===== src/rtl/and_gate_bist_ctrl.sv =====
// BIST sequencer for a single 2-input AND cell: walks {a,b} through 00..11,
// lets each pattern settle, samples the cell output and reports the results.
module and_gate_bist_ctrl #(
  parameter int SETTLE_CYCLES = 2,
  parameter int ERR_W         = 3
) (
  input  logic             IN_clk,
  input  logic             IN_rst_n,
  input  logic             IN_start,
  input  logic             IN_x,
  output logic             OUT_a,
  output logic             OUT_b,
  output logic             OUT_busy,
  output logic             OUT_done,
  output logic             OUT_pass,
  output logic [ERR_W-1:0] OUT_err_cnt,
  output logic [3:0]       OUT_fail_vec
);

  localparam int CNT_W = (SETTLE_CYCLES > 1) ? $clog2(SETTLE_CYCLES) : 1;
  localparam logic [CNT_W-1:0] CNT_LOAD = CNT_W'(SETTLE_CYCLES - 1);
  localparam logic [ERR_W-1:0] ERR_MAX  = '1;

  generate
    if (SETTLE_CYCLES < 1) begin : g_bad_settle
      $error("and_gate_bist_ctrl: SETTLE_CYCLES must be at least 1");
    end
    if (ERR_W < 1) begin : g_bad_err_w
      $error("and_gate_bist_ctrl: ERR_W must be at least 1");
    end
  endgenerate

  typedef enum logic [1:0] {IDLE, SETTLE, SAMPLE, DONE} state_t;

  state_t           state, state_next;
  logic [CNT_W-1:0] cnt, cnt_next;
  logic             a_next, b_next, busy_next, done_next, pass_next;
  logic [ERR_W-1:0] err_next;
  logic [3:0]       fail_next;

  // While a run is active the driven pattern {a,b} doubles as the pattern index.
  logic [1:0] pat;
  logic       mismatch;
  logic [3:0] fail_upd;

  assign pat      = {OUT_a, OUT_b};
  assign mismatch = IN_x != (OUT_a & OUT_b);
  assign fail_upd = OUT_fail_vec | ({3'b000, mismatch} << pat);

  always_ff @(posedge IN_clk) begin
    if (!IN_rst_n) begin
      state        <= IDLE;
      cnt          <= '0;
      OUT_a        <= 1'b0;
      OUT_b        <= 1'b0;
      OUT_busy     <= 1'b0;
      OUT_done     <= 1'b0;
      OUT_pass     <= 1'b0;
      OUT_err_cnt  <= '0;
      OUT_fail_vec <= '0;
    end else begin
      state        <= state_next;
      cnt          <= cnt_next;
      OUT_a        <= a_next;
      OUT_b        <= b_next;
      OUT_busy     <= busy_next;
      OUT_done     <= done_next;
      OUT_pass     <= pass_next;
      OUT_err_cnt  <= err_next;
      OUT_fail_vec <= fail_next;
    end
  end

  always_comb begin
    state_next = state;
    cnt_next   = cnt;
    a_next     = OUT_a;
    b_next     = OUT_b;
    busy_next  = OUT_busy;
    done_next  = 1'b0;
    pass_next  = OUT_pass;
    err_next   = OUT_err_cnt;
    fail_next  = OUT_fail_vec;

    case (state)
      IDLE: begin
        if (IN_start) begin
          a_next     = 1'b0;
          b_next     = 1'b0;
          busy_next  = 1'b1;
          pass_next  = 1'b0;
          err_next   = '0;
          fail_next  = '0;
          cnt_next   = CNT_LOAD;
          state_next = SETTLE;
        end
      end

      SETTLE: begin
        if (cnt == '0) begin
          state_next = SAMPLE;
        end else begin
          cnt_next = cnt - CNT_W'(1);
        end
      end

      SAMPLE: begin
        fail_next = fail_upd;
        if (mismatch && (OUT_err_cnt != ERR_MAX)) begin
          err_next = OUT_err_cnt + ERR_W'(1);
        end
        if (pat == 2'd3) begin
          a_next     = 1'b0;
          b_next     = 1'b0;
          busy_next  = 1'b0;
          done_next  = 1'b1;
          pass_next  = (fail_upd == 4'b0000);
          state_next = DONE;
        end else begin
          {a_next, b_next} = pat + 2'd1;
          cnt_next         = CNT_LOAD;
          state_next       = SETTLE;
        end
      end

      DONE: begin
        state_next = IDLE;
      end

      default: begin
        state_next = IDLE;
      end
    endcase
  end

endmodule

===== config.mk =====
export PLATFORM = sky130hd
export DESIGN_NAME = and_gate_bist_ctrl
export DESIGN_NICKNAME = d
export VERILOG_FILES = /design/src/rtl/and_gate_bist_ctrl.sv
export SDC_FILE = /design/constraint.sdc
export NUM_CORES = 1
export LEC_CHECK = 0
export CORE_MARGIN = 4
export CORE_UTILIZATION = 28
export DETAILED_ROUTE_END_ITERATION = 16
export PLACE_DENSITY = 0.45
export REMOVE_ABC_BUFFERS = 1
export SYNTH_ARGS = -nofsm -noshare
export SYNTH_HDL_FRONTEND = slang
export SYNTH_SLANG_ARGS = --single-unit

===== constraint.sdc =====
create_clock -name IN_clk -period 2.2 [get_ports IN_clk]
set_input_delay 0.55 -clock IN_clk [delete_from_list [all_inputs] [get_ports IN_clk]]
set_output_delay 0.55 -clock IN_clk [all_outputs]
set_load 0.01 [all_outputs]

==> flow_summary_export.csv, run 1 <==
group,metric,value,unit
clocking,clkSinkCount,15,
clocking,cts_max_path_buffers,2,
logic_synthesis,synth_area_leaders,"dfxtp_1, a21oi_1, ha_1",
critical_path,cp-end-kind,"output port",
min_path,hold_class,"flip-flop to flip-flop",
route,postRouteAntennaNets,0,
route,dr.first_iter.drc_count,11,
logic_synthesis,yosys.area_share.xor_xnor,3.407,%
route,first_pass_iters,2,
logic_synthesis,synth_top_cell_by_area,"dfxtp_1",
sta,fin_crit_sh,85.47,%
sta,maxSlewViolCount,0,
sta,min_period,1.880,ns
sta,setup_viol,0,
logic_synthesis,synth_fa_ha_area_share,5.111,%
placement,io_buffers,15,
global_routing,grt_pass1_vias,622,
critical_path,critical_path_class,"flip-flop to output port",
logic_synthesis,yosysWarnings,0,
clocking,numCtsBuffers,3,
critical_path,critical_path.cell_chain,"clkdlybuf4s50_1",
clocking,hold_buffers,0,
clocking,cts_resized,0,
flow_run,drv_cap,0,
clocking,insertion_delay,0.28,ns
clocking,htreeDepth,1,
critical_path,critPathBufInv,1,
critical_path,max_stage_delay,0.59,ns
logic_synthesis,avgSynthCellArea,8.849,um^2
final_layout,drive_gt1_share,7.071,%
die,start_util,29.38,%
clocking,cts-root-buf,"clkbuf_4",
logic_synthesis,yosys.area_share.simple,24.02,%
sta,max_freq,531.8,MHz
die,die_w,59.22,um
critical_path,critical_path_arrival,1.33,ns
sta,hold_viol,0,
critical_path,required,1.65,ns
sta,skew,0.001078,ns
power,total_power,515.7,uW
die,die-area,3506,um^2
power,ir_drop,0.3243,mV
logic_synthesis,syn_inst,83,
clocking,clk_pin_slew,0.09,ns
logic_synthesis,synth_top_area_share,40.89,%
global_routing,grt-ovfl-total,0,
final_layout,final_nets,107,
die,die_h,59.22,um
critical_path,start_kind,"flip-flop",
critical_path,cpMaxStageDelayCell,"clkdlybuf4s50_1",
global_routing,grt_pass1_wl,2.967,mm
logic_synthesis,ys_types,30,
status,status,"completed",
die,std_cell_rows,18,
route,viasPerCell,5.062,
final_layout,mostFrequentLayoutCells,"dfxtp_1, clkdlybuf4s50_1, a21oi_1",
critical_path,crit_family,"buffers and inverters",
sta,finalSetupTns,0,ns
logic_synthesis,synth-compound-area-share,19.08,%
route,vias,653,
critical_path,cp_max_fo,8,
route,avgRoutedWirePerCell,13.83,um
placement,dp_hpwl,1.242,mm
final_layout,synthToLayoutAreaGrowth,27.09,%
power,p_leak,0.0003362,uW
clocking,post-cts-setup-buffers,0,
route,drt_wl_total,1.784,mm
power,power.density,552.5,nW/um^2
final_layout,finish.utilization,37.34,%
sta,slew_headroom,68.27,%
global_routing,antenna_found_initial,0,
logic_synthesis,synth_top_family_by_area,"simple AND/OR/NAND/NOR gates",
final_layout,antenna_cells,0,
logic_synthesis,yosysSeqAreaShare,40.89,%
global_routing,grt_max_degree,16,
route,drc,0,
placement,routabilityCongestion,0.6983,
die,core_area,2500,um^2
sta,worst_slew_pin_slew,0.4753,ns
logic_synthesis,ys_ff_latch,15,
global_routing,grt_usage,11.55,%
die,pin_count,16,
logic_synthesis,syn_area,734.5,um^2
logic_synthesis,synth_mux_area_share,1.363,%
clocking,tritoncts,"built",
sta,rsz0062_at_grt,"no",
## state kept, by name (all words and copies together) (netlist names)
name and flops:
OUT_a 1, OUT_b 1, OUT_busy 1, OUT_done 1
OUT_err_cnt 3, OUT_fail_vec 4, OUT_pass 1, cnt 1
state 2
## worst paths after layout
check                          to  depth (start not counted)  slack, ns             from
setup / recovery            OUT_b                          1       0.32            OUT_b
hold / removal    OUT_fail_vec[3]                          2       0.47  OUT_fail_vec[3]
setup reg to reg   OUT_err_cnt[0]                          4       0.43            OUT_b
hold reg to reg   OUT_fail_vec[3]                          2       0.47  OUT_fail_vec[3]
## area by class of cell
class / count / area [um^2]
clock buffer: 4 / 26.28
timing repair buffer: 17 / 165.2
multi-input combinational: 59 / 389.1
fill: 276 / 1567
tap: 30 / 37.54
sequential: 15 / 300.3
inverter: 4 / 15.01
## cell families (layout without fill, tap and decap cells)
group / count (synthesis) / in the layout
AND/OR/NAND/NOR: 30 / 30
AO/OA/AOI/OAI: 23 / 23
flip-flops: 15 / 15
buffers and inverters: 9 / 25
adder cells (fa/ha/maj): 3 / 3
XOR/XNOR: 2 / 2
multiplexers: 1 / 1
## per-layer routing
metal  routed length [um]  up-vias  global-route usage (%)
met5                    0        -                       0
met2                  816        8                   17.78
met3                   73        2                   2.397
met4                   19        0                   6.796
li1                     -      335                       -
met1                  875      308                   14.72
## power breakdown
part | internal (uW) | switching (uW)
registers | 280 | 15.0
clock network | 70.3 | 90.6
logic | 30.2 | 30.0
## cells in the mapped netlist
master    instances
o211ai_1          2
o21bai_1          2
inv_1             4
nand4_1           4
o221ai_1          1
a22oi_1           2
o21ai_0           3
a21oi_1           9
a31oi_1           3
buf_6             1
nand4b_1          2
mux2i_1           1
xor2_1            1
nor2_1            4
nor4b_1           1
xnor2_2           1
clkbuf_1          3
nand2b_1          3
a21o_1            1
nand3b_1          1
and3_1            1
nand2_1           7
ha_1              3
or4b_1            1
nor2b_1           3
or3b_2            1
dfxtp_1          15
buf_4             1
nor4_1            1
or4_1             1
## stage by stage
stage	cells	hold slack, ns	cell area [um^2]	worst slack (ns)
after floorplan	78	0.4672	704.4	0.5745
after global placement	125	0.4586	907.1	0.2559
after detailed placement	125	0.4609	907.1	0.2390
after CTS	129	0.4744	933.4	0.2870
after global routing	129	0.5000	933.4	0.2368
final	129	0.4709	933.4	0.3196
Power figures use the tool's default switching activity.
==> run 2, diff against run 1 <==
--- a/config.mk
+++ b/config.mk
@@ -7,6 +7,7 @@
 export LEC_CHECK = 0
 export CORE_MARGIN = 4
 export CORE_UTILIZATION = 28
+export CTS_CLUSTER_DIAMETER = 50
 export DETAILED_ROUTE_END_ITERATION = 16
 export PLACE_DENSITY = 0.45
 export REMOVE_ABC_BUFFERS = 1
==> constraint.sdc (replaced) <==
create_clock -name IN_clk -period 2.4 [get_ports IN_clk]
set_input_delay 0.48 -clock IN_clk [delete_from_list [all_inputs] [get_ports IN_clk]]
set_output_delay 0.48 -clock IN_clk [all_outputs]
set_load 0.01 [all_outputs]
==> flow_summary_export.csv, run 2 (synthesis gave the netlist of run 1 again) <==
group,metric,value,unit
final_layout,mostFrequentLayoutCells,"dfxtp_1, clkdlybuf4s50_1, a21oi_1",
clocking,cts_resized,0,
die,std_cell_rows,18,
critical_path,max_stage_delay,0.59,ns
critical_path,critical_path.cell_chain,"clkdlybuf4s50_1",
critical_path,crit_family,"buffers and inverters",
final_layout,largest_reg_flops,4,
critical_path,critical_path_class,"flip-flop to output port",
sta,hold_viol,0,
route,viasPerCell,5.023,
global_routing,grt_pass1_vias,607,
critical_path,cp_max_fo,8,
global_routing,grt-ovfl-total,0,
clocking,tritoncts,"built",
power,pwr-share-comb,11.4,%
die,die-area,3506,um^2
flow_run,drv_cap,0,
critical_path,reg2regPathDepth,4,
final_layout,drive_gt1_share,6.122,%
die,core_area,2500,um^2
critical_path,critPathBufInv,1,
die,die_h,59.22,um
final_layout,antenna_cells,0,
clocking,numCtsBuffers,3,
die,die_w,59.22,um
power,internal-power,347.3,uW
route,avgRoutedWirePerCell,12.75,um
final_layout,top_register,"OUT_fail_vec",
route,drc,0,
min_path,holdCritStartpoint,"OUT_fail_vec[1]",
final_layout,final_nets,106,
critical_path,r2r_end,"OUT_err_cnt[0]",
clocking,post-cts-setup-buffers,0,
die,pin_count,16,
global_routing,antenna_found_initial,0,
critical_path,rrSetupSlack,0.59,ns
clocking,clk_pin_slew,0.08,ns
min_path,hold_end,"OUT_fail_vec[1]",
sta,fin_crit_sh,75.64,%
critical_path,cp-end-kind,"output port",
sta,skew,0.004132,ns
sta,max_freq,550.8,MHz
power,pwr-share-clk,30.6,%
route,postRouteAntennaNets,0,
final_layout,finish.utilization,37.04,%
sta,maxSlewViolCount,0,
clocking,hold_buffers,0,
sta,setup_viol,0,
clocking,clkSinkCount,15,
sta,finalSetupTns,0,ns
power,ir_drop,0.3678,mV
sta,min_period,1.815,ns
final_layout,synthToLayoutAreaGrowth,26.06,%
min_path,min_delay_path_depth,2,
route,vias,643,
sta,rsz0062_at_grt,"no",
placement,routabilityCongestion,0.7113,
route,drt_wl_total,1.632,mm
critical_path,r2r_start,"OUT_b",
critical_path,cpMaxStageDelayCell,"clkdlybuf4s50_1",
sta,slew_headroom,69.61,%
placement,placedCellCount,124,
final_layout,layoutNonFillerInstCount,128,
sta,worst_slew_pin_slew,0.4552,ns
clocking,insertion_delay,0.28,ns
power,p_sw,117.5,uW
critical_path,required,1.92,ns
die,start_util,29.38,%
final_layout,largest_registers,"OUT_fail_vec: 4 flops, OUT_err_cnt: 3 flops, state: 2 flops",
critical_path,start_kind,"flip-flop",
placement,dp_hpwl,1.153,mm
clocking,htreeDepth,1,
status,status,"completed",
global_routing,grt_usage,11.03,%
critical_path,critical_path_arrival,1.34,ns
clocking,cts-root-buf,"clkbuf_4",
power,power.density,502.1,nW/um^2
power,pwr-share-seq,57.9,%
global_routing,grt_pass1_wl,2.863,mm
global_routing,grt_max_degree,16,
min_path,hold_class,"flip-flop to flip-flop",
route,dr.first_iter.drc_count,15,
sta,whs,0.4715,ns
placement,io_buffers,15,
route,first_pass_iters,4,
power,p_leak,0.0003313,uW
power,p_sw_share,25.29,%
clocking,cts_max_path_buffers,2,
## run 2: cell types whose count changed in the layout (fill, tap and decap cells not counted), sizes merged
cell  before  now
buf        2    1
## run 2: how the worst max path moves through the flow
| stage | slack [ns] | end | start | cells past startpoint |
|---|---|---|---|---|
| 5_1_grt | 0.41 | OUT_err_cnt[0] | OUT_b | 4 |
| 2_1_floorplan | 0.77 | OUT_err_cnt[0] | OUT_b | 4 |
| 6_report | 0.58 | OUT_b | OUT_b | 1 |
| 4_1_cts | 0.56 | OUT_b | OUT_b | 1 |
| 3_3_place_gp | 0.51 | OUT_err_cnt[0] | IN_x | 4 |
| 3_5_place_dp | 0.49 | OUT_err_cnt[0] | IN_x | 4 |
## run 2: cell type report
| class | instances | area, um^2 |
|---|---|---|
| tap | 30 | 37.54 |
| inverter | 4 | 15.01 |
| sequential | 15 | 300.3 |
| fill | 264 | 1574 |
| clock buffer | 4 | 26.28 |
| timing repair buffer | 16 | 157.7 |
| multi-input combinational | 59 | 389.1 |
## run 2: metal layers
layer / part of all wire (%) / routed length [um] / vias to the layer above / GRT usage [%]
li1: - / - / 332 / -
met3: 4.5 / 74 / 2 / 4.793
met5: 0 / 0 / - / 0
met4: 1.2 / 19 / 0 / 2.913
met2: 44 / 723 / 10 / 16.38
met1: 50 / 815 / 299 / 14.49
## run 2: stage by stage
stage | cell area, um^2 | setup WS [ns] | total power (uW)
global placement | 899.6 | 0.5057 | 329.2
detailed placement | 899.6 | 0.4870 | 328.6
finish | 925.9 | 0.5846 | 464.9
floorplan | 704.4 | 0.7745 | 303.6
global route | 925.9 | 0.4069 | 493.9
CTS | 925.9 | 0.5595 | 475.5
## run 2: power groups by stage
stage / clock network, uW / logic (uW) / registers (uW)
finish: 142 / 53.1 / 269
global route: 162 / 60.0 / 272
CTS: 152 / 53.6 / 270
detailed placement: 0 / 53.3 / 275
global placement: 0 / 53.7 / 276
floorplan: 0 / 30.4 / 273
## run 2: worst reg2reg max path, cell delays in order, from the launching register on
cell	delay [ns]
dfxtp_1	0.47
ha_1	0.44
xnor2_2	0.18
or4_1	0.50
a31oi_1	0.17
